$ cat config.mk
export PLATFORM = sky130hd
export DESIGN_NAME = pixel_clip_writer_flat
export DESIGN_NICKNAME = d
export VERILOG_FILES = /design/src/rtl/pixel_pkg.sv /design/src/rtl/pixel_clip_writer_if.sv /design/src/rtl/pixel_fifo.sv /design/src/rtl/pixel_clip_writer.sv /design/src/flat_wrapper.sv
export SDC_FILE = /design/constraint.sdc
export NUM_CORES = 1
export LEC_CHECK = 0
export ABC_AREA = 1
export CAP_MARGIN = 20
export CORE_MARGIN = 2
export CORE_UTILIZATION = 56
export CTS_BUF_LIST = sky130_fd_sc_hd__clkbuf_16
export CTS_CLUSTER_SIZE = 8
export DETAILED_ROUTE_END_ITERATION = 12
export GPL_TIMING_DRIVEN = 0
export MAX_ROUTING_LAYER = met4
export PLACE_DENSITY = 0.81
export SYNTH_ARGS = -nofsm -noshare
export SYNTH_HDL_FRONTEND = slang
export SYNTH_SLANG_ARGS = --single-unit
$ cat constraint.sdc
create_clock -name _clock -period 3.1 [get_ports _clock]
set_input_delay 0.465 -clock _clock [delete_from_list [all_inputs] [get_ports _clock]]
set_output_delay 0.465 -clock _clock [all_outputs]
set_load 0.005 [all_outputs]
$ cat src/rtl/pixel_pkg.sv
// Shared types for the pixel clip/write path: signed coordinates, pixel record, address sizing.
package pixel_pkg;
    localparam int COORD_W = 32;

    typedef logic signed [COORD_W-1:0] coord_t;

    typedef struct packed {
        coord_t      x;
        coord_t      y;
        logic [7:0]  color;
    } pixel_t;

    // Minimum address width able to cover n_pixels linear locations.
    function automatic int addr_width(input int n_pixels);
        return (n_pixels <= 1) ? 1 : $clog2(n_pixels);
    endfunction
endpackage

$ cat src/rtl/pixel_clip_writer_if.sv
// Pixel stream in from the shape generator plus the memory write port out.
interface pixel_clip_writer_if #(
    parameter int COLOR_W = 8,
    parameter int ADDR_W  = 16
);
    import pixel_pkg::*;

    coord_t               _in0;
    coord_t               _in1;
    logic [COLOR_W-1:0]   _in_color;
    logic                 _in_valid;
    logic                 _in_ready;
    logic                 _in_done;
    logic [ADDR_W-1:0]    mem_addr;
    logic [COLOR_W-1:0]   mem_data;
    logic                 mem_we;
    logic                 mem_ready;

    modport master (
        output _in0, _in1, _in_color, _in_valid, _in_done, mem_ready,
        input  _in_ready, mem_addr, mem_data, mem_we
    );

    modport slave (
        input  _in0, _in1, _in_color, _in_valid, _in_done, mem_ready,
        output _in_ready, mem_addr, mem_data, mem_we
    );
endinterface

$ cat src/rtl/pixel_fifo.sv
// Generic first-word-fall-through FIFO, DEPTH a power of two.
// Latency: pushed word visible on pop_dat the cycle after the push.
// Backpressure: push at full only lands when a pop happens in the same cycle.
module pixel_fifo #(
    parameter int DEPTH = 4,
    parameter int W     = 8
) (
    input  logic                   _clock,
    input  logic                   _start,
    input  logic                   push,
    input  logic [W-1:0]           push_dat,
    input  logic                   pop,
    output logic [W-1:0]           pop_dat,
    output logic                   full,
    output logic                   empty,
    output logic [$clog2(DEPTH):0] count
);
    localparam int PW = $clog2(DEPTH);
    localparam int CW = PW + 1;

    logic [W-1:0]  mem [DEPTH];
    logic [PW-1:0] wr_ptr;
    logic [PW-1:0] rd_ptr;
    logic          push_ok;
    logic          pop_ok;

    assign empty   = (count == '0);
    assign full    = (count == CW'(DEPTH));
    assign pop_ok  = pop && !empty;
    assign push_ok = push && (!full || pop_ok);
    assign pop_dat = mem[rd_ptr];

    always_ff @(posedge _clock) begin
        if (push_ok) mem[wr_ptr] <= push_dat;
    end

    // Pointers wrap naturally because DEPTH is a power of two.
    always_ff @(posedge _clock) begin
        if (_start) begin
            wr_ptr <= '0;
            rd_ptr <= '0;
            count  <= '0;
        end else begin
            if (push_ok) wr_ptr <= wr_ptr + PW'(1);
            if (pop_ok)  rd_ptr <= rd_ptr + PW'(1);
            case ({push_ok, pop_ok})
                2'b10:   count <= count + CW'(1);
                2'b01:   count <= count - CW'(1);
                default: count <= count;
            endcase
        end
    end
endmodule

$ cat src/rtl/pixel_clip_writer.sv
// Clips/dedups generator pixels, linearises to a framebuffer address, writes them to memory.
// Latency: accepted pixel reaches mem_we 2 cycles later at the earliest.
// Backpressure: _in_ready drops when S1 plus FIFO occupancy reaches DEPTH; mem_ready stalls the head.
module pixel_clip_writer
    import pixel_pkg::*;
#(
    parameter int FB_WIDTH  = 16,
    parameter int FB_HEIGHT = 12,
    parameter int ADDR_W    = 16,
    parameter int COLOR_W   = 8,
    parameter int DEPTH     = 4
) (
    input  logic                 _clock,
    input  logic                 _start,
    pixel_clip_writer_if.slave   px,
    output logic [31:0]          pixel_count,
    output logic [31:0]          clip_count,
    output logic                 _done
);
    localparam int CW = $clog2(DEPTH) + 1;
    localparam int FW = ADDR_W + COLOR_W;

    logic               s1_vld;
    logic [ADDR_W-1:0]  s1_addr;
    logic [COLOR_W-1:0] s1_color;
    logic               last_vld;
    coord_t             last_x;
    coord_t             last_y;
    logic               done_seen;

    logic               accept;
    logic               in_range;
    logic               dup;
    logic [CW:0]        occ;

    logic [FW-1:0]      head_dat;
    logic               fifo_full;
    logic               fifo_empty;
    logic [CW-1:0]      fifo_count;
    logic               pop;

    assign in_range = (px._in0 >= 0) && (px._in0 < FB_WIDTH) &&
                      (px._in1 >= 0) && (px._in1 < FB_HEIGHT);
    assign dup      = last_vld && (px._in0 == last_x) && (px._in1 == last_y);
    assign occ      = {1'b0, fifo_count} + {{CW{1'b0}}, s1_vld};

    // S1 counts as occupancy so its unconditional push next cycle always has room.
    assign px._in_ready = !_start && (occ < (CW+1)'(DEPTH));
    assign accept       = px._in_valid && px._in_ready;

    always_ff @(posedge _clock) begin
        if (_start) begin
            s1_vld      <= 1'b0;
            s1_addr     <= '0;
            s1_color    <= '0;
            last_vld    <= 1'b0;
            last_x      <= '0;
            last_y      <= '0;
            clip_count  <= '0;
            pixel_count <= '0;
            done_seen   <= 1'b0;
            _done       <= 1'b0;
        end else begin
            s1_vld <= 1'b0;
            if (accept) begin
                if (!in_range) begin
                    clip_count <= clip_count + 32'd1;
                end else if (!dup) begin
                    last_vld <= 1'b1;
                    last_x   <= px._in0;
                    last_y   <= px._in1;
                    s1_vld   <= 1'b1;
                    s1_addr  <= ADDR_W'(px._in1 * FB_WIDTH + px._in0);
                    s1_color <= px._in_color;
                end
            end
            if (pop)          pixel_count <= pixel_count + 32'd1;
            if (px._in_done)  done_seen   <= 1'b1;
            if (done_seen && !s1_vld && fifo_empty) _done <= 1'b1;
        end
    end

    pixel_fifo #(
        .DEPTH (DEPTH),
        .W     (FW)
    ) u_fifo (
        ._clock   (_clock),
        ._start   (_start),
        .push     (s1_vld),
        .push_dat ({s1_addr, s1_color}),
        .pop      (pop),
        .pop_dat  (head_dat),
        .full     (fifo_full),
        .empty    (fifo_empty),
        .count    (fifo_count)
    );

    // Head is masked while empty so the bus idles at zero instead of stale storage.
    assign px.mem_we   = !fifo_empty && !_start;
    assign px.mem_addr = fifo_empty ? '0 : head_dat[FW-1:COLOR_W];
    assign px.mem_data = fifo_empty ? '0 : head_dat[COLOR_W-1:0];
    assign pop         = px.mem_we && px.mem_ready;

    // fifo_full is implied by occupancy; kept connected for visibility only.
    logic unused_full;
    assign unused_full = fifo_full;
endmodule
$ cat src/flat_wrapper.sv
// flat-port wrapper written by rule: the top's interface ports become plain ports
module pixel_clip_writer_flat import pixel_pkg::*;
#(
    parameter int FB_WIDTH  = 16,
    parameter int FB_HEIGHT = 12,
    parameter int ADDR_W    = 16,
    parameter int COLOR_W   = 8,
    parameter int DEPTH     = 4
)
  (_clock, _start, pixel_count, clip_count, _done, px__in0, px__in1, px__in_color, px__in_valid, px__in_done, px_mem_ready, px__in_ready, px_mem_addr, px_mem_data, px_mem_we);
  pixel_clip_writer_if #(.COLOR_W(COLOR_W), .ADDR_W(ADDR_W)) px_i ();
  input  logic _clock;
  input  logic _start;
  output logic [31:0] pixel_count;
  output logic [31:0] clip_count;
  output logic _done;
  input wire logic [$bits(px_i._in0)-1:0] px__in0;
  input wire logic [$bits(px_i._in1)-1:0] px__in1;
  input wire logic [$bits(px_i._in_color)-1:0] px__in_color;
  input wire logic [$bits(px_i._in_valid)-1:0] px__in_valid;
  input wire logic [$bits(px_i._in_done)-1:0] px__in_done;
  input wire logic [$bits(px_i.mem_ready)-1:0] px_mem_ready;
  output wire logic [$bits(px_i._in_ready)-1:0] px__in_ready;
  output wire logic [$bits(px_i.mem_addr)-1:0] px_mem_addr;
  output wire logic [$bits(px_i.mem_data)-1:0] px_mem_data;
  output wire logic [$bits(px_i.mem_we)-1:0] px_mem_we;
  assign px_i._in0 = px__in0;
  assign px_i._in1 = px__in1;
  assign px_i._in_color = px__in_color;
  assign px_i._in_valid = px__in_valid;
  assign px_i._in_done = px__in_done;
  assign px_i.mem_ready = px_mem_ready;
  assign px__in_ready = px_i._in_ready;
  assign px_mem_addr = px_i.mem_addr;
  assign px_mem_data = px_i.mem_data;
  assign px_mem_we = px_i.mem_we;
  pixel_clip_writer #(.FB_WIDTH(FB_WIDTH), .FB_HEIGHT(FB_HEIGHT), .ADDR_W(ADDR_W), .COLOR_W(COLOR_W), .DEPTH(DEPTH)) u_core (._clock(_clock), ._start(_start), .px(px_i), .pixel_count(pixel_count), .clip_count(clip_count), ._done(_done));
endmodule
* Word level (Yosys, flattened, before mapping) *
Memory sizes are Yosys's and may differ from the RTL's. A register that Yosys moved wholly into a read port is not among the register bits.
Cells that the tools add are included.

storage, ports and cells
  bits in registers = 163
  bits in latches = 0
  bits in writable memories = 96
  ROM bits = 0
  bits of input ports = 77
  output and inout bits = 91
  logic and storage cells = 66
  memories = 1

memory list
  name               words  bits a word  rd ports  clocked after memory_dff  wr ports  line              RTL
  u_core.u_fifo.mem  4      24           1         1                         1         pixel_fifo.sv:21  logic [W-1:0] mem [DEPTH];

cells by class
  add/sub/neg operators = 8
  multiply operators = 0
  div/mod/pow operators = 0
  $lt $le $gt $ge = 5
  equality and inequality tests = 5
  shift operators = 0
  muxes and demuxes = 8
  bitwise operators = 3
  reduce and logical (&&, ||, !) cells = 23

operator list
  cell                     count
  $add A32 B1 Y32 const B  2
  $eq A32 B32 Y1           2
  $ge A32 B1 Y1 const B    2
  $lt A32 B5 Y1 const B    1
  $lt A32 B6 Y1 const B    1
  $add A16 B16 Y16         1
  $mux W16                 1
  $logic_and A1 B1 Y1      13
  $mux W8                  1
  $pmux W3 S2              1
  $add A2 B1 Y2 const B    2
  $add A3 B1 Y4            1
  $logic_not A1 Y1         4
  $lt A4 B3 Y1 const B     1
  $mux W2                  2
  $add A3 B1 Y3 const B    1
  $eq A3 B3 Y1 const B     1
  $logic_not A3 Y1         1
  $mux W1                  3
  $not A1 Y1               3
  $reduce_and A3 Y1        1
  $reduce_or A3 Y1         1
  $sub A3 B1 Y3 const B    1
  $eq A2 B1 Y1 const B     1
  other kinds (4)          4

* Depth between registers and ports, before layout *
Gate-level depths: netlist of run 1.

  depth after elaboration = 9
  gate-level depth with buffers = 14
  mapped depth without buffers = 13

* Cells and area by module *
Synthesis of run 1 repeated with hierarchy kept, for this count alone.

second synthesis, totals
  cell total of the unflattened synthesis = 1,764
  area total of the unflattened synthesis = 13,365.3 um2

modules (own cells, without submodules)
  module             instances  cells an instance  area each (um2)  seq. area each (um2)
  pixel_clip_writer  1          1,465              9,334.0          3,042.9
  pixel_fifo         1          299                4,031.4          3,062.9

* Worst setup path after synthesis of run 1 *
No wires, ideal clock.

  kind = input port to flip-flop
  from = input _start
  to = memory u_core.u_fifo.mem[0][0] (netlist bit) (enable)
  library setup time = 0.405 ns
  data arrival time = 2.234 ns
  required time = 2.695 ns
  setup slack = 0.461 ns
  stages = 8
  buffers on the path = 3
  cell sequence = buf_6 -> inv_2 -> buf_6 -> nand3_2 -> buf_6 -> nand4_1 -> nand2_1 -> nor2_1

between the ends
  cells in the longest elaborated chain, start to end = 8

ends and longest elaborated chain
  element                        line                      RTL
  start, declared                flat_wrapper.sv:13        input logic _start;
  $logic_not A1 Y1               pixel_clip_writer.sv:99   assign px.mem_we = !fifo_empty && !_start;
  $logic_and A1 B1 Y1            pixel_clip_writer.sv:99
  $logic_and A1 B1 Y1            pixel_clip_writer.sv:102  assign pop = px.mem_we && px.mem_ready;
  $logic_and A1 B1 Y1            pixel_fifo.sv:29          assign pop_ok = pop && !empty;
  $logic_or A1 B1 Y1             pixel_fifo.sv:30          assign push_ok = push && (!full || pop_ok);
  $logic_and A1 B1 Y1            pixel_fifo.sv:30
  $mux W1                        pixel_fifo.sv:34          if (push_ok) mem[wr_ptr] <= push_dat;
  $mux W1 (implied by the code)  pixel_fifo.sv:34
  end, declared                  pixel_fifo.sv:21

No other way between the ends.

* Worst setup path after layout of run 1 *
  from = register u_core.u_fifo.count[1]
  to = output px_mem_addr[4]

between the ends
  cells in the longest elaborated chain, start to end = 2

ends and longest elaborated chain
  element                 line                      RTL
  start, declared         pixel_fifo.sv:16          output logic [$clog2(DEPTH):0] count
  start signal, assigned  pixel_fifo.sv:47          2'b10: count <= count + CW'(1);
  start signal, assigned  pixel_fifo.sv:48          2'b01: count <= count - CW'(1);
  start signal, assigned  pixel_fifo.sv:49          default: count <= count;
  $logic_not A3 Y1        pixel_fifo.sv:27          assign empty = (count == '0);
  $mux W16                pixel_clip_writer.sv:100  assign px.mem_addr = fifo_empty ? '0 : head_dat[FW-1:COLOR_W];
  end, declared           flat_wrapper.sv:24        output wire logic [$bits(px_i.mem_addr)-1:0] px_mem_addr;

No other way between the ends.

==> reports/qor.yml, run 1 <==
pwr:
  p_switching_w: 0.00174
  p_sw_share_pct: 22.7
  pwr-share-clk_pct: 48.5
  p_int_w: 0.00592
  ir_drop_mv: 0.426
  pwr-share-comb_pct: 6.0
  power.density_mw_per_mm2: 474
  finalPower_w: 0.00766
  leakagePower_nw: 7.03
  seqPwrFrac_pct: 45.6
synth:
  synth-edff-count: 96
  ys_seq_elements: 257
  synthesis.instances: 1787
  yosysMostFrequentCell: "nand2_1"
  synth_commonest_cells: "nand2_1, nor2_1, inv_1"
  yosys_warnings: 0
  synth_top_area_share_pct: 24.9
  ys_top_cells_by_area: "dfxtp_1, edfxtp_1, nand2_1"
  synth-seq-area-share_pct: 47.1
  netlist_area_mm2: 0.0130
  synth.avg_cell_area_um2: 7.25
  synthDistinctLibCells: 38
  synth_ff_type: "dfxtp_1"
  synthArstFlopShare_pct: 0
  synth_top_cell_by_area: "dfxtp_1"
  syn_nets: 1883
global_route:
  overflow: 0
  busiest_layer: "met2"
  use_met1_pct: 44.3
  antenna_found_initial: 0
  grt_use_met2_pct: 53.1
  track_usage_pct: 33.0
  grt_use_met3_pct: 3.69
  grt_pass1_wl_um: 60700
  grt_pass1_vias: 11600
  grt_max_degree: 18
clock_network:
  cts_buffers: 38
  ctsLongestPathBuffers: 3
  clk_latency_ns: 0.53
  hold_buffers: 0
  cts_tree: "built"
  h-tree-depth: 2
  clk_pin_slew_ns: 0.05
  clock_sinks: 257
  cts-root-buf: "clkbuf_16"
timing:
  finalSetupTns_ns: 0
  worstMarginPinSlew_ns: 0.838
  period_minus_slack_ns: 2.99
  hold_violations: 0
  setup_violations: 0
  fin_worst_skew_ns: 0.0211
  max_freq_mhz: 334
  rsz0062_at_grt: "false"
  min_period_over_period_pct: 96.6
  relSlewSlack_pct: 44.1
  report.final.slew_viol_count: 0
  fin_ws_ns: 0.106
die:
  die_area_mm2: 0.0244
  initial_core_util_pct: 57.1
  die_w_um: 156
  fp.dieH_um: 156
  core_mm2: 0.0227
  fp-row-count: 55
  pin_count: 168
routing:
  avgViaCountPerCell: 5.36
  drc_errors: 0
  wirelength_um: 39100
  wl_per_cell_um: 17.0
  drtIter0Drc: 1059
  dr.pass1.iters: 6
  ant_nets: 0
  vias: 12300
critical_path:
  cp.arrival_ns: 2.53
  cp_max_fo: 10
  worst-setup-path-type: "reg2out"
  critPathRequiredTime_ns: 2.63
  cp-end-kind: "output pin"
  start_kind: "flop"
placement:
  gp_congestion: 0.993
  port_buffers: 166
  hpwl_um: 29700
  place_ws_ns: 0.150
  place_area_mm2: 0.0151
  dp.cells: 2242
finish:
  multi_input_area_mm2: 0.00561
  fillers: 1854
  area_delta_synth_final_pct: 24.7
  regArea_mm2: 0.00611
  drive_above_1_share_pct: 4.76
  n_antenna_cell: 0
  final-instance-count-excl-fill: 2300
  design_area_mm2: 0.0162
  nNetsFinal: 2092
outcome:
  status: "finished clean"
worst_hold_path:
  hold_path.class: "in2reg"
run:
  drv_cap: 0
[state kept, by name (all words and copies together) (netlist names), 3 cells and up, named ones only]
register	cells
u_core.u_fifo.mem	96
u_core.clip_count	32
u_core.last_x	32
u_core.last_y	32
u_core.pixel_count	32
u_core.s1_addr	12
u_core.s1_color	8
u_core.u_fifo.count	3
[kinds of logic after synthesis]
| logic type | Yosys count | share of synthesized area, % |
|---|---|---|
| buf+inv | 317 | 9.66 |
| xor+xnor | 47 | 3.18 |
| flops | 257 | 47.1 |
| simple gates | 958 | 30.6 |
| compound gates | 189 | 7.50 |
| fa+ha+maj | 19 | 1.95 |
[path summary, 6_finish.rpt]
kind         slack [ns]                                start                            endpoint  cells past startpoint
min reg2reg        0.46       u_core.last_y[10]$_SDFFE_PP0P_      u_core.last_y[10]$_SDFFE_PP0P_                      2
max reg2reg        0.71  u_core.u_fifo.count[1]$_SDFFE_PP0P_  u_core.u_fifo.mem[3][17]$_DFFE_PP_                      8
max                0.11  u_core.u_fifo.count[1]$_SDFFE_PP0P_                      px_mem_addr[4]                      6
min                0.24                               _start  u_core.pixel_count[4]$_SDFFE_PP0N_                      3
[worst max-delay path: stages (launching register included)]
cell	delay [ns]
dfxtp_1	0.32
inv_1	0.09
nand3_1	0.16
clkinv_1	0.28
clkbuf_1	0.35
a21oi_1	0.27
clkdlybuf4s50_1	0.54
[cell type report]
cell class / instances / share of cell area, %
Sequential cell: 257 / 37.8
Multi-Input combinational cell: 1213 / 34.7
Tap cell: 285 / 2.21
Timing Repair Buffer: 170 / 10.8
Inverter: 262 / 6.09
Buffer: 54 / 1.73
Clock inverter: 20 / 0.627
Clock buffer: 39 / 6.04
[layer usage]
layer	part of all wire, %	up-vias
met5	0	-
met4	2.6	0
met3	6.9	74
met2	47	520
met1	44	5660
li1	-	6070
[power groups by stage]
stage	clock network, W	registers (W)	logic [W]
global placement	0	0.00356	0.000447
finish	0.00371	0.00349	0.000458
global route	0.00389	0.00349	0.000502
floorplan	0	0.00356	0.000229
CTS	0.00373	0.00349	0.000452
detailed placement	0	0.00356	0.000449
[repair_timing]
action | CTS | global route
endpoints found under the setup margin | 20 | 9
buffers inserted | 0 | 0
cloned | 0 | 0
gates resized for setup | 7 | 6
[metrics by stage]
| stage | utilization, % | hold slack (ns) |
|---|---|---|
| 2_1_floorplan | - | 0.439 |
| 3_3_place_gp | 66.0 | 0.454 |
| 3_5_place_dp | 66.4 | 0.455 |
| 4_1_cts | 71.2 | 0.235 |
| 5_1_grt | 71.2 | 0.239 |
| 6_report | 71.2 | 0.244 |
[cell usage in the layout (no fill, tap or decap), drive strengths merged, types with 4 or more instances in the layout]
master         Yosys  routed
xnor2             22      22
nor3b              7       7
edfxtp            96      96
xor2              25      25
clkbuf            26      64
nor3              40      40
clkdlybuf4s50      0     166
nand3            110     110
nand2            438     438
inv              261     280
dfxtp            161     161
nand3b             8       8
o21ai             89      89
nand4             25      25
a31oi              4       4
ha                17      17
o21a               4       4
buf               29      33
nor2             322     322
and3               4       4
a21oi             88      88
No activity file was read; power rests on OpenSTA's default activity.
==> run 2, diff against run 1 <==
--- a/config.mk
+++ b/config.mk
@@ -7,9 +7,10 @@
 export LEC_CHECK = 0
 export ABC_AREA = 1
 export CAP_MARGIN = 20
-export CORE_MARGIN = 2
+export CORE_MARGIN = 1.5
 export CORE_UTILIZATION = 56
 export CTS_BUF_LIST = sky130_fd_sc_hd__clkbuf_16
+export CTS_CLUSTER_DIAMETER = 40
 export CTS_CLUSTER_SIZE = 8
 export DETAILED_ROUTE_END_ITERATION = 12
 export GPL_TIMING_DRIVEN = 0
==> run 2 against run 1 <==
Effect of this change:
- fmax is 0.26% higher
- critical path depth grew 1
- clock-buffer cell count is 3 higher
- largest power group unchanged
- utilization up 1.4 points
- non-clock buffer count unchanged
- clock power up 16%
==> reports/qor.yml, run 2 (synthesis results as in run 1) <==
outcome:
  status: "finished clean"
routing:
  drtIter0Drc: 1203
  wl_per_cell_um: 17.0
  vias: 12400
  drc_errors: 0
  wirelength_um: 39300
  dr_wl_met3_um: 2910
  ant_nets: 0
  top_layer_used: "met4"
  wl_met1_um: 17100
  met2WireLength_um: 18400
  dr.pass1.iters: 9
  avgViaCountPerCell: 5.34
critical_path:
  cp_num_cells: 7
  crit_path_cell_trace: "clkbuf_2 > clkbuf_4 > nor2_1 > nor2_1 > o21ai_0 > a21oi_1 > clkdlybuf4s50_1"
  rr_worst_depth: 8
  cp.buffers_inverters: 3
  cp-end-kind: "output pin"
  r2r_slack_ns: 0.68
  worst-setup-path-type: "reg2out"
  cp.arrival_ns: 2.52
  path_delay_family: "buffers and inverters"
  critPathRequiredTime_ns: 2.63
  critPathSlowestCell: "clkdlybuf4s50_1"
  worstReg2RegStart: "u_core.u_fifo.count[2]$_SDFFE_PP0P_"
  cp_max_fo: 10
  path_common_cell: "nor2_1"
  start_kind: "flop"
  r2r_end: "u_core.u_fifo.mem[3][22]$_DFFE_PP_"
  max_stage_delay_ns: 0.54
pwr:
  pwr-share-clk_pct: 52.1
  ir_drop_mv: 0.466
  leakagePower_nw: 7.16
  pwr-share-comb_pct: 5.6
  p_switching_w: 0.00188
  power.density_mw_per_mm2: 503
  finalPower_w: 0.00826
  seqPwrFrac_pct: 42.3
  p_int_w: 0.00638
  p_sw_share_pct: 22.7
finish:
  layout_common_cells: "nand2_1, nor2_1, inv_1"
  final-instance-count-excl-fill: 2320
  drive_above_1_share_pct: 5.31
  nNetsFinal: 2096
  area_delta_synth_final_pct: 26.7
  final_common_cell: "nand2_1"
  top_register: "u_core.u_fifo.mem"
  fillers: 1826
  largest_register_ffs: 96
clock_network:
  cts_tree: "built"
  clk_pin_slew_ns: 0.05
  cts-root-buf: "clkbuf_16"
  cts_buffers: 42
  clock_sinks: 257
  ctsLongestPathBuffers: 3
  h-tree-depth: 2
  clk_latency_ns: 0.54
  post-cts-setup-buffers: 0
timing:
  max_freq_mhz: 335
  rsz0062_at_grt: "false"
  worstMarginPinSlew_ns: 0.867
  setup_violations: 0
  report.final.slew_viol_count: 0
  min_period_over_period_pct: 96.3
  period_minus_slack_ns: 2.99
  hold_violations: 0
  relSlewSlack_pct: 42.2
  fin_worst_skew_ns: 0.0223
  fin_ws_ns: 0.113
die:
  pin_count: 168
  die_w_um: 155
  initial_core_util_pct: 57.2
  die_area_mm2: 0.0241
  fp-row-count: 55
  core_mm2: 0.0226
  fp.dieH_um: 155
placement:
  hpwl_um: 29700
  place_ws_ns: 0.0816
  port_buffers: 166
  gp_congestion: 1.01
  dp.cells: 2242
worst_hold_path:
  worstHoldEndpoint: "u_core.pixel_count[4]$_SDFFE_PP0N_"
  hp-start: "_start"
  hold_path.class: "in2reg"
  min_path_cells: 3
global_route:
  antenna_found_initial: 2
  grt_pass1_wl_um: 61600
  overflow: 0
  grt_pass1_vias: 11700
  grt_max_degree: 17
  track_usage_pct: 33.9
run:
  drv_cap: 0
run 2: changes by cell type in the layout (fill, tap and decap cells not counted), moves of 2 or more:
cell / before / now
diode_2: 0 / 3
inv_1: 271 / 275
clkbuf_16: 39 / 42
clkbuf_1: 19 / 17
bufinv_16: 0 / 3
clkinv_1: 1 / 4
clkbuf_2: 4 / 7
clkinv_2: 0 / 3
run 2: metrics by stage:
step	hold slack [ns]	util (%)	cell area [um^2]	TNS, ns
5_1_grt	0.254	72.5	16400	0
2_1_floorplan	0.439	-	13000	0
3_5_place_dp	0.461	66.6	15100	0
6_report	0.236	72.5	16400	0
3_3_place_gp	0.452	66.2	15000	-47.60
4_1_cts	0.229	72.4	16400	0
run 2: worst max path at each step:
| stage | endpoint | slack [ns] |
|---|---|---|
| floorplan | u_core.u_fifo.mem[0][0]$_DFFE_PP_ | 0.46 |
| global placement | u_core.u_fifo.mem[3][18]$_DFFE_PP_ | -0.52 |
| detailed placement | u_core.last_x[3]$_SDFFE_PP0P_ | 0.08 |
| CTS | px_mem_addr[1] | 0.05 |
| global route | px_mem_addr[6] | 0.003 |
| finish | px_mem_addr[1] | 0.11 |
run 2: routing by layer:
metal / vias up / track usage, %
met5: - / -
met4: 0 / 9.66
met3: 69 / 3.76
met2: 534 / 54.8
met1: 5676 / 45.4
li1: 6104 / -
run 2: timing repair:
| item | 4_1_cts | 5_1_grt |
|---|---|---|
| setup endpoints to repair | 20 | 20 |
| pin swaps | 0 | 0 |
| resized for setup | 6 | 11 |
| hold buffers | 0 | 0 |
run 2: worst register-to-register path, stage by stage (launching register included):
cell and delay [ns]:
dfxtp_1 0.34, inv_1 0.09, nand3_1 0.18, nand3_2 0.12
buf_6 0.17, nand4_1 0.07, nand2_1 0.22, nor2_2 0.67
buf_8 0.25
run 2: area by class of cell:
class | instances | area (um^2) | share of cell area, %
Buffer | 54 | 282 | 1.71
Antenna cell | 3 | 7.51 | 0.0457
Clock inverter | 34 | 262 | 1.59
Multi-Input combinational cell | 1213 | 5610 | 34.2
Sequential cell | 257 | 6110 | 37.2
Timing Repair Buffer | 170 | 1760 | 10.7
Tap cell | 285 | 357 | 2.17
Inverter | 262 | 983 | 5.99
Clock buffer | 42 | 1050 | 6.40
run 2: power by group through the flow:
stage	sequential [W]	combinational, W	clock, W
after CTS	0.00349	0.000456	0.00434
after global placement	0.00356	0.000447	0
final	0.00349	0.000462	0.00431
after detailed placement	0.00356	0.000452	0
after floorplan	0.00356	0.000229	0
after global routing	0.00349	0.000506	0.00450
==> RTL change 1 (config.mk and constraints of run 2) <==
`COLOR_W` is set to 8 in 3 places; all go to 10.
--- a/src/rtl/pixel_clip_writer_if.sv
+++ b/src/rtl/pixel_clip_writer_if.sv
@@ -1,6 +1,6 @@
 // Pixel stream in from the shape generator plus the memory write port out.
 interface pixel_clip_writer_if #(
-    parameter int COLOR_W = 8,
+    parameter int COLOR_W = 10,
     parameter int ADDR_W  = 16
 );
     import pixel_pkg::*;
--- a/src/rtl/pixel_clip_writer.sv
+++ b/src/rtl/pixel_clip_writer.sv
@@ -7,7 +7,7 @@
     parameter int FB_WIDTH  = 16,
     parameter int FB_HEIGHT = 12,
     parameter int ADDR_W    = 16,
-    parameter int COLOR_W   = 8,
+    parameter int COLOR_W   = 10,
     parameter int DEPTH     = 4
 ) (
     input  logic                 _clock,
--- a/src/flat_wrapper.sv
+++ b/src/flat_wrapper.sv
@@ -4,7 +4,7 @@
     parameter int FB_WIDTH  = 16,
     parameter int FB_HEIGHT = 12,
     parameter int ADDR_W    = 16,
-    parameter int COLOR_W   = 8,
+    parameter int COLOR_W   = 10,
     parameter int DEPTH     = 4
 )
   (_clock, _start, pixel_count, clip_count, _done, px__in0, px__in1, px__in_color, px__in_valid, px__in_done, px_mem_ready, px__in_ready, px_mem_addr, px_mem_data, px_mem_we);
Interface: changed (resized px__in_color and px_mem_data); port bits go from 168 to 172. The function was not compared with the original's and may differ.
==> RTL change 1 against run 2 <==
Global-route usage is 1.9 points lower. Critical path depth stayed put. Worst setup slack worse by 0.039 ns. Core utilization is 0.13 points lower. Die area is 4.3% higher. Synthesized area is 4.4% higher. Largest power group unchanged. Routed wire length is 1.4% lower. Cell area is 4.1% higher. Non-clock buffer count is 8 higher. Total power is 3.3% higher. Combinational power is 2% higher. Critical path type unchanged. Sequential cell count is 10 higher. Clock power is 3% higher.
==> RTL change 1: results (changes against run 2) <==
Area contributors post-synth: dfxtp_1 24%, edfxtp_1 23%, nand2_1 13%
worst slack after detailed placement: 0.191 ns (+0.110 ns)
areal power density over the cells: 499 mW/mm2 (-0.77%)
Worst Reg2Reg Path Length in Cells: 7 (-1)
Switching Share: 22.6% (-0.15 points)
wire length of the first global-routing pass: 60300 um (-2.1%)
non-clock buffer count: 232 (+3.6%)
number of enable-type register cells in the synthesized netlist: 104 (+8.3%)
starting DRC count in detailed routing: 1031 (-14%)
clk cell area share: 7.98% (-0.015 points)
register-to-register path setup slack: 0.66 ns (-0.02 ns)
non-clock inverter count: 266 (+1.5%)
shortest clock period the worst path allows after layout: 3.03 ns (+0.0387 ns)
power share of the sequential group: 42.6% (+0.3 points)
worst vdd ir: 0.000430 V (-7.8%)
Setup Skew: 0.0181 ns (-0.00421 ns)
overall fraction of global-route tracks in use: 32.0% (-1.9 points)
share of final-layout standard cells stronger than drive strength 1: 5.78% (+0.47 points)
static leakage: 0.00736 uW (+2.7%)
register bank with the most flops: u_core.u_fifo.mem
adder-cell area share of the yosys netlist: 1.87% (-0.083 points)
filler-free cell count of the finished design: 2429 (+4.7%)
CTS Buf Count: 45 (+7.1%)
filler cell count: 1896 (+3.8%)
number of global-route vias before repair: 12000 (+1.8%)
Register Area: 0.00639 mm2 (+4.6%)
number of antenna violations at the first check in global routing: 1 (-1)
last weighted congestion value of the routability-driven placer: 0.964 (-4.4%)
terminus of the critical flop-to-flop path: u_core.u_fifo.mem[3][20]$_DFFE_PP_
proportion of register bits with asynchronous set or reset after synthesis: 0% (unchanged)
worst rel slew slack: 43.2% (+0.94 points)
result of the run: completed
Placed Cells: 2349 (+4.8%)
via count: 12800 (+3.3%)
Layout non-clock buf frac: 12.0% (-0.38 points)
max reg flops: 104 (+8.3%)
total of cells resized after clock tree synthesis: 6 (unchanged)
port buffer count: 170 (+2.4%)
maximum number of pins on one net before global-route repair: 19 (+2)
WL/cell: 16.0 um (-5.8%)
post-synthesis register bit count: 267 (+3.9%)
hold slack: 0.329 ns (+0.0934 ns)
clock latency at the later pin of the worst-skew pair: 0.54 ns (about the same)
Net count, final: 2174 (+3.7%)
dpl cell area: 0.0157 mm2 (+4.2%)
crit path to: px_mem_addr[2]
commonest cells in the netlist: 461 x nand2_1, 298 x nor2_1, 256 x inv_1
placed wire-length estimate after detailed placement: 29400 um (-1.0%)
maximum count of clock buffers along a single path: 3 (unchanged)
area used by multi-input combinational logic: 0.00588 mm2 (+4.8%)
arrival time at the worst endpoint: 2.56 ns (+0.04 ns)
switching power summed over all nets: 1930 uW (+2.6%)
1st-pass router iterations: 5 (-4)
fraction of the mapped netlist area in compound gates: 8.16% (+0.65 points)
number of antenna repair diodes: 1 (-2)
[RTL change 1: how the worst min path moves through the flow]
stage,from,to,cells after the start
floorplan,u_core.u_fifo.rd_ptr[1]$_SDFFE_PP0N_,flop,1
global placement,u_core.u_fifo.rd_ptr[1]$_SDFFE_PP0N_,u_core.u_fifo.rd_ptr[1]$_SDFFE_PP0N_,1
detailed placement,u_core.u_fifo.rd_ptr[1]$_SDFFE_PP0N_,flop,1
CTS,_start,u_core.pixel_count[15]$_SDFFE_PP0N_,2
global route,_start,u_core.pixel_count[15]$_SDFFE_PP0N_,2
finish,_start,u_core.pixel_count[15]$_SDFFE_PP0N_,2
[RTL change 1: routing by layer]
| layer | GRT usage (%) | vias to the layer above | routed length (um) |
|---|---|---|---|
| met5 | - | - | 0 |
| met3 | 4.98 | 69 | 2970 |
| met1 | 41.7 | 5856 | 16900 |
| li1 | - | 6347 | - |
| met2 | 51.1 | 517 | 17900 |
| met4 | 10.6 | 0 | 972 |
==> RTL change 2 (config.mk and constraints of run 2) <==
Made on the original files. Register the output `clip_count` once more; this adds one clock of latency there. The other outputs are not delayed to match.
--- a/src/rtl/pixel_clip_writer.sv
+++ b/src/rtl/pixel_clip_writer.sv
@@ -19,6 +19,8 @@
 );
     localparam int CW = $clog2(DEPTH) + 1;
     localparam int FW = ADDR_W + COLOR_W;
+
+    logic [31:0] clip_count_s0;
 
     logic               s1_vld;
     logic [ADDR_W-1:0]  s1_addr;
@@ -56,7 +58,7 @@
             last_vld    <= 1'b0;
             last_x      <= '0;
             last_y      <= '0;
-            clip_count  <= '0;
+            clip_count_s0 <= '0;
             pixel_count <= '0;
             done_seen   <= 1'b0;
             _done       <= 1'b0;
@@ -64,7 +66,7 @@
             s1_vld <= 1'b0;
             if (accept) begin
                 if (!in_range) begin
-                    clip_count <= clip_count + 32'd1;
+                    clip_count_s0 <= clip_count_s0 + 32'd1;
                 end else if (!dup) begin
                     last_vld <= 1'b1;
                     last_x   <= px._in0;
@@ -104,4 +106,8 @@
     // fifo_full is implied by occupancy; kept connected for visibility only.
     logic unused_full;
     assign unused_full = fifo_full;
+    always_ff @(posedge _clock) begin
+        clip_count <= clip_count_s0;
+    end
+
 endmodule
Formal check against the unedited RTL: not equivalent (a bounded check fails within 4 cycles, from zero or initial values).
==> RTL change 2 against run 2 <==
Routed wire length decreased by 2.9%. Critical endpoint is now px_mem_addr[11]. Non-clock buffer count increased by 4. Critical path depth decreased by 2. Sequential cell count grew 32. Total power grew 4.4%. Largest cell class unchanged. Clock power shrank 1%. Critical path type unchanged. Synthesized area is 4.6% higher. Cell area increased by 3.7%. Core utilization fell by 0.45 points. Worst setup slack improved by 0.028 ns.
==> RTL change 2: results (changes against run 2) <==
number of antenna violations at the first check in global routing: 0 (-2)
worst rel slew slack: 47.9% (+5.6 points)
terminus of the critical flop-to-flop path: u_core.u_fifo.mem[2][14]$_DFFE_PP_
arrival time at the worst endpoint: 2.49 ns (-0.03 ns)
filler cell count: 1864 (+2.1%)
result of the run: completed
worst slack after detailed placement: 0.000351 ns (-0.0812 ns)
Mapped Nets: 1855 (-1.5%)
port buffer count: 167 (+0.60%)
via count: 12400 (-0.0081%)
Post-Synthesis Mean Instance Area: 7.71 um2 (+6.3%)
maximum number of pins on one net before global-route repair: 16 (-1)
Net count, final: 2070 (-1.2%)
worst vdd ir: 0.000403 V (-13%)
starting DRC count in detailed routing: 1080 (-10%)
static leakage: 0.00709 uW (-0.99%)
number of antenna repair diodes: 0 (-3)
commonest cells in the netlist: 360 x nand2_1, 265 x nor2_1, 243 x inv_1
hold wc startpoint: u_core.clip_count_s0[31]$_SDFFE_PP0P_
Reg-to-Reg Start: u_core.u_fifo.count[0]$_SDFFE_PP0P_
Setup Skew: 0.0130 ns (-0.00939 ns)
Total Routed Length: 38200 um (-2.9%)
hold endpoint: u_core.clip_count[31]$_DFF_P_
Worst Reg2Reg Path Length in Cells: 7 (-1)
Hold Crit Class: reg -> reg
wire length of the first global-routing pass: 59200 um (-3.9%)
Area contributors post-synth: dfxtp_1 29%, edfxtp_1 21%, nand2_1 10%
Placed Cells: 2249 (+0.31%)
placed wire-length estimate after detailed placement: 28600 um (-3.7%)
worst hold stages: 0 (-3)
final setup fails: 0 (unchanged)
1st-pass router iterations: 8 (-1)
share of final-layout standard cells stronger than drive strength 1: 5.85% (+0.54 points)
CTS Buf Count: 44 (+4.8%)
last weighted congestion value of the routability-driven placer: 1.01 (+0.58%)
register-to-register path setup slack: 0.86 ns (+0.18 ns)
share of the yosys chip area belonging to registers: 49.8% (+2.7 points)
==> RTL change 2: layout make-up <==
class	count	area, um2	area share, %
plain buffers	57	325	1.91
clock buffers	45	1130	6.62
clock inverters	26	144	0.846
inverters	248	935	5.49
multi-input cells	1163	5570	32.7
flip-flops and latches	289	6750	39.7
well taps	319	399	2.35
repair buffers	171	1770	10.4
==> RTL change 2: layer usage <==
metal | global-route usage (%) | wire length (um)
met5 | - | 0
met2 | 51.8 | 18000
met3 | 4.16 | 2440
met1 | 40.1 | 16500
met4 | 11.2 | 1280
==> RTL change 2: what timing repair did <==
action                                  4_1_cts  5_1_grt
endpoints found under the setup margin       21       12
hold buffers                                  0        0
gates resized for setup                       8        8
==> RTL change 2: worst max path at each step <==
stage,from,to,slack [ns],cells after the start
floorplan,_start,u_core.u_fifo.mem[0][0]$_DFFE_PP_,0.69,5
global placement,_start,u_core.u_fifo.mem[1][5]$_DFFE_PP_,-0.59,6
global route,u_core.u_fifo.count[0]$_SDFFE_PP0P_,px_mem_addr[11],0.004,6
finish,flop,px_mem_addr[11],0.14,5
CTS,flop,px_mem_addr[6],0.06,7
detailed placement,_start,px_mem_we,0.0004,5
==> RTL change 2: through the flow <==
| step | area [um2] | hold slack [ns] |
|---|---|---|
| floorplan | 13600 | 0.363 |
| finish | 17000 | 0.384 |
| global placement | 15600 | 0.370 |
| detailed placement | 15700 | 0.375 |
| global route | 17000 | 0.392 |
| CTS | 17000 | 0.381 |
==> RTL change 2: cells by family (layout without fill, tap and decap cells) <==
kind of cell	after synthesis	in the layout	synth area share (%)
AO/OA/AOI/OAI	215	215	8.24
flip-flops	289	289	49.8
AND/OR/NAND/NOR	878	878	27.6
adder cells (fa/ha/maj)	19	19	1.86
XOR/XNOR	51	51	3.30
buffers and inverters	307	547	9.19
==> RTL change 2: power by group <==
part           internal (uW)  switching, uW  total [uW]  leakage, uW
Sequential              3900           4.89        3910      0.00267
Clock                   2590           1660        4250     0.000680
Combinational            192            272         464      0.00374
Total                   6690           1940        8620      0.00709
